`src/rtl/pool_pkg.sv`:
```
// Shared definitions for the pooling-column sequencer: FSM encoding and
// the per-unit control word layout {write, useUpper, useCurrent, useLower}.
package pool_pkg;

  typedef enum logic [1:0] {
    IDLE  = 2'd0,
    RUN   = 2'd1,
    HOLD  = 2'd2,
    FLUSH = 2'd3
  } state_t;

  // Bit positions inside one unit's 4-bit control word.
  localparam int CTL_WRITE = 3;
  localparam int CTL_UP    = 2;
  localparam int CTL_CUR   = 1;
  localparam int CTL_LOW   = 0;

  // k=2 windows pair a unit with the row below it; k=3 also pulls the row above.
  localparam logic [3:0] CTL_K2_ACTIVE = 4'((1 << CTL_WRITE) | (1 << CTL_CUR) | (1 << CTL_LOW));
  localparam logic [3:0] CTL_K3_ACTIVE = 4'((1 << CTL_WRITE) | (1 << CTL_UP) |
                                            (1 << CTL_CUR) | (1 << CTL_LOW));
  localparam logic [3:0] CTL_IDLE      = 4'b0000;

endpackage

```
`src/rtl/pool_ctl_mask.sv`:
```
// Combinational control-word generator: decides which ALU units own a
// vertical window for the current k and expands that into the ctl bus.
module pool_ctl_mask
  import pool_pkg::*;
#(
  parameter int D = 4
) (
  input  logic           i_k3,
  input  logic           i_en,
  output logic [4*D-1:0] o_ctl
);

  logic [D-1:0] w_mask;

  genvar gi;
  generate
    for (gi = 0; gi < D; gi++) begin : g_unit
      // A unit is a window centre only if the row(s) it reads exist below it.
      localparam bit ACT_K2 = ((gi % 2) == 0) && ((gi + 1) < D);
      localparam bit ACT_K3 = ((gi % 3) == 1) && ((gi + 1) < D);

      assign w_mask[gi]       = i_en && (i_k3 ? ACT_K3 : ACT_K2);
      assign o_ctl[4*gi +: 4] = w_mask[gi] ? (i_k3 ? CTL_K3_ACTIVE : CTL_K2_ACTIVE)
                                           : CTL_IDLE;
    end
  endgenerate

endmodule

```
`src/rtl/pool_ctl_seq.sv`:
```
// Max-pooling column sequencer: accepts feature-map columns, drives the ALU
// control word per accepted beat, and holds a pooled-column valid until taken.
module pool_ctl_seq
  import pool_pkg::*;
#(
  parameter int depth = 2,
  parameter int D     = 1 << depth,
  parameter int CW    = 8
) (
  input  logic           CLK,
  input  logic           RSTn,
  input  logic           start,
  input  logic [1:0]     cfg_k,
  input  logic [CW-1:0]  cfg_cols,
  input  logic           in_valid,
  output logic           in_ready,
  output logic [4*D-1:0] ctl,
  output logic           acc_first,
  output logic           out_valid,
  input  logic           out_ready,
  output logic           busy,
  output logic           done
);

  state_t        r_state;
  state_t        w_state_next;
  logic          r_k3;
  logic [CW-1:0] r_cols;
  logic [CW-1:0] r_col_cnt;
  logic [1:0]    r_win_col;
  logic          r_done;

  logic          w_start_k3;
  logic [CW-1:0] w_start_k;
  logic [CW-1:0] w_k;
  logic [CW-1:0] w_remain;
  logic          w_win_last;
  logic          w_in_ready;
  logic          w_accept;
  logic          w_run_beat;
  logic          w_done_next;

  // Any cfg_k other than 3 degrades to a 2-wide window.
  assign w_start_k3 = (cfg_k == 2'd3);
  assign w_start_k  = w_start_k3 ? CW'(3) : CW'(2);
  assign w_k        = r_k3 ? CW'(3) : CW'(2);
  assign w_remain   = r_cols - r_col_cnt;
  assign w_win_last = r_k3 ? (r_win_col == 2'd2) : (r_win_col == 2'd1);

  // FLUSH stops accepting once the frame's column count is reached.
  assign w_in_ready = (r_state == RUN) || ((r_state == FLUSH) && (r_col_cnt != r_cols));
  assign w_accept   = in_valid && w_in_ready;
  assign w_run_beat = w_accept && (r_state == RUN);

  // Next-state selection and the end-of-frame pulse request.
  always_comb begin
    w_state_next = r_state;
    w_done_next  = 1'b0;
    case (r_state)
      IDLE: begin
        if (start) begin
          w_state_next = (cfg_cols < w_start_k) ? FLUSH : RUN;
        end
      end
      RUN: begin
        if (w_run_beat && w_win_last) begin
          w_state_next = HOLD;
        end
      end
      HOLD: begin
        if (out_ready) begin
          if (r_col_cnt == r_cols) begin
            w_state_next = IDLE;
            w_done_next  = 1'b1;
          end else if (w_remain < w_k) begin
            w_state_next = FLUSH;
          end else begin
            w_state_next = RUN;
          end
        end
      end
      FLUSH: begin
        // Leave on the last trailing beat, or at once if nothing is left.
        if ((r_col_cnt == r_cols) || (w_accept && ((r_col_cnt + CW'(1)) == r_cols))) begin
          w_state_next = IDLE;
          w_done_next  = 1'b1;
        end
      end
      default: begin
        w_state_next = IDLE;
      end
    endcase
  end

  // State, latched frame configuration and column/window counters.
  always_ff @(posedge CLK or negedge RSTn) begin
    if (!RSTn) begin
      r_state   <= IDLE;
      r_k3      <= 1'b0;
      r_cols    <= '0;
      r_col_cnt <= '0;
      r_win_col <= '0;
      r_done    <= 1'b0;
    end else begin
      r_state <= w_state_next;
      r_done  <= w_done_next;
      if ((r_state == IDLE) && start) begin
        r_k3      <= w_start_k3;
        r_cols    <= cfg_cols;
        r_col_cnt <= '0;
        r_win_col <= '0;
      end else begin
        if (w_accept) begin
          r_col_cnt <= r_col_cnt + CW'(1);
        end
        if (w_run_beat) begin
          r_win_col <= w_win_last ? 2'd0 : (r_win_col + 2'd1);
        end
      end
    end
  end

  pool_ctl_mask #(
    .D (D)
  ) u_mask (
    .i_k3  (r_k3),
    .i_en  (w_run_beat),
    .o_ctl (ctl)
  );

  assign in_ready  = w_in_ready;
  assign acc_first = w_run_beat && (r_win_col == 2'd0);
  assign out_valid = (r_state == HOLD);
  assign busy      = (r_state != IDLE);
  assign done      = r_done;

endmodule
```
`config.mk`:
```
export PLATFORM = sky130hd
export DESIGN_NAME = pool_ctl_seq
export DESIGN_NICKNAME = d
export VERILOG_FILES = /design/src/rtl/pool_pkg.sv /design/src/rtl/pool_ctl_mask.sv /design/src/rtl/pool_ctl_seq.sv
export SDC_FILE = /design/constraint.sdc
export NUM_CORES = 1
export LEC_CHECK = 0
export ABC_AREA = 0
export BUFFER_PORTS_ARGS = -buffer_cell sky130_fd_sc_hd__buf_2
export CAP_MARGIN = 20
export CORE_ASPECT_RATIO = 1.25
export CORE_UTILIZATION = 41
export CTS_BUF_LIST = sky130_fd_sc_hd__clkbuf_16
export CTS_CLUSTER_DIAMETER = 200
export DETAILED_ROUTE_END_ITERATION = 10
export GPL_ROUTABILITY_DRIVEN = 0
export SETUP_SLACK_MARGIN = 0.5
export SYNTH_ARGS = -nofsm -noshare
export SYNTH_HDL_FRONTEND = slang
export SYNTH_SLANG_ARGS = --single-unit
```
`constraint.sdc`:
```
create_clock -name CLK -period 2.85 [get_ports CLK]
set_input_delay 0.1425 -clock CLK [delete_from_list [all_inputs] [get_ports CLK]]
set_output_delay 0.1425 -clock CLK [all_outputs]
set_load 0.02 [all_outputs]
```
==> out/results.ini <==
[clocking]
cts_buffer_depth = 2
clock-sinks = 22
root_buffer = clkbuf_16
path_clk_slew_ns = 0.06
cts_made_buffers = 3
htreeDepth = 1
cts_tree = done
clock_latency_ns = 0.26

[synth]
synth_top_area_cell = dfrtp_1
synth.area.top_cells = dfrtp_1 (31%), ha_1 (7.0%), buf_4 (6.3%), mux2_2 (4.4%), xor2_1 (3.9%)
ys.flop_type = dfrtp_1
yosysUniqueCellTypes = 49
synth-compound-area-share_pct = 18.19
synth_top_family_by_area = simple AND/OR/NAND/NOR gates
netlist_area_um2 = 1788
synth_mux_area_share_pct = 4.969
synth_xor_area_share_pct = 5.878
yosysWarnings = 0
syn_inst = 207
yosys.area_share.simple_pct = 21.97
ys_ff_latch = 22
async_flop_share_pct = 100.0
synth_top_area_share_pct = 30.79
synth_enable_flop_cells = 0
syn_avg_cell_area_um2 = 8.638
synthAdderAreaFrac_pct = 8.118
ys_seq_area_share_pct = 30.79

[critical_path]
crit_fanout = 9
crit_required_ns = 3.00
path_class = flop to flop
cp-start-kind = flop
end_kind = flop
critPathMaxStageDelay_ns = 0.45
crit_chain = inv_1 > ha_1 > nand4_1 > o31a_1 > nand2_1 > or4_1 > a22o_1
critical_path_arrival_ns = 2.36
slowest_stage = dfrtp_2

[cells_and_area]
area_delta_synth_final_pct = 14.49
final_cells = 284
drive_gt1_share_pct = 23.68
multi_input_area_um2 = 1097
fillCellCount = 396
nets = 255
layout_common_cells = buf_2 (29), dfrtp_1 (18), nor2_1 (15)
diodes = 0
seqCellArea_um2 = 555.5
final_util_pct = 49.55
final_common_cell = buf_2

[grt]
grt_pass1_vias = 1424
grt_pass1_wl_um = 6630
grt_max_degree = 23
gr-total-overflow = 0
antenna_found_initial = 0
grt.total_usage_pct = 20.06

[place]
placed_cells = 279
pre_cts_slack_ns = 0.5299
portBuffers = 29
hpwl_um = 3049

[route]
drt_iter0_markers = 53
via_count = 1540
wire_per_inst_um = 14.21
antenna_left = 0
avgViaCountPerCell = 5.423
drcViolationCount = 0
drt-total-wl_um = 4036
drtPass1Iterations = 4

[power]
power_leakage_nw = 0.8850
peakVddDrop_mv = 0.3366
powerDensity_nw_per_um2 = 1098

[min_path]
hold_class = input pin to flop

[sta]
finalCritPeriodShare_pct = 77.44
worst_slew_pin_slew_ns = 0.5293
max_freq_mhz = 453.1
max_slew_margin_pct = 64.71
finalHoldViolCount = 0
fin_ws_ns = 0.6429
setup_tns_ns = 0
setup_violations = 0
min_period_ns = 2.207
rsz0062_at_grt = false
finalClockSkew_ns = 0.001972
drv_slew = 0

[floorplan]
core_area_um2 = 4131
initial_utilization_pct = 43.28
dieArea_um2 = 4631
die_x_um = 61.07
die_y_um = 75.83
num_io_pins = 36
rows = 26

[run_status]
status = completed

[run]
drv_cap = 0

area by class of cell:
| class | instances | share of cell area (%) |
|---|---|---|
| clock buffer | 3 | 3.667 |
| multi-input combinational | 158 | 53.61 |
| inverter | 11 | 2.017 |
| sequential | 22 | 27.14 |
| timing repair buffer | 33 | 8.680 |
| tap | 56 | 3.423 |
| clock inverter | 1 | 1.467 |
state kept, by name, indices dropped and copies added, names as in the netlist:
name / count
r_col_cnt: 8
r_cols: 8
r_state: 2
r_win_col: 2
done: 1
r_k3: 1
critical path: cells and delay by family (launching register included):
family                   cells  cell delay [ns]
AND/OR/NAND/NOR              3             0.70
flip-flops                   1             0.45
adder cells (fa/ha/maj)      1             0.36
buffers and inverters        1             0.06
AO/OA/AOI/OAI                2             0.52
timing repair:
item / 4_1_cts / 5_1_grt
buffers inserted: 0 / 0
endpoints found under the hold margin: 22 / 0
resized for setup: 1 / 7
pin swaps: 0 / 0
endpoints found under the setup margin: 1 / 7
hold buffers: 1 / 0
through the flow:
stage	hold slack, ns	total power (W)	instance area (um^2)
after global routing	0.1276	0.002456	2047
after CTS	0.1085	0.002227	2031
final	0.1085	0.002247	2047
after global placement	0.1432	0.001811	1914
after floorplan	-0.1531	0.001532	1812
after detailed placement	0.1480	0.001808	1914
Yosys cell counts, drive strengths merged, types with 3 or more instances:
cell / n
dfrtp: 22
nor2: 16
buf: 15
o21ai: 14
inv: 11
nand2: 11
ha: 10
nand3: 10
a21oi: 8
xor2: 8
mux2: 7
clkbuf: 6
nand2b: 6
o31ai: 5
a211oi: 4
nor2b: 4
xnor2: 4
and2: 3
nor4: 3
or3: 3
metal layers:
metal	vias to the layer above	track usage [%]	routed length [um]
li1	769	-	-
met1	713	22.76	1702
met2	47	34.42	2000
met3	11	3.226	162
met4	0	12.88	171
met5	-	0	0
where the power goes:
part           total (W)  leakage, nW  switching (W)  internal [W]
Sequential      0.000588        0.273       0.000161      0.000427
Clock           0.000401       0.0511       0.000122      0.000279
Combinational    0.00126        0.561       0.000709      0.000549
Total            0.00225        0.885       0.000992       0.00125
cells by family after synthesis:
family / count (synthesis)
multiplexers: 8
AO/OA/AOI/OAI: 48
adder cells (fa/ha/maj): 11
XOR/XNOR: 12
AND/OR/NAND/NOR: 73
other: 1
flip-flops: 22
buffers and inverters: 32
path summary, 6_finish.rpt:
kind / end / from / slack (ns) / cells after the start
setup / recovery: r_state[1] / r_col_cnt[3] / 0.64 / 7
hold / removal: r_cols[0] / cfg_cols[0] / 0.11 / 3
setup reg to reg: r_state[1] / r_col_cnt[3] / 0.64 / 7
hold reg to reg: r_cols[7] / r_cols[7] / 0.53 / 1
max in group asynchronous: r_col_cnt[5] / RSTn / 2.07 / 2
min in group asynchronous: r_cols[5] / RSTn / 0.40 / 2
Power figures use the tool's default switching activity.
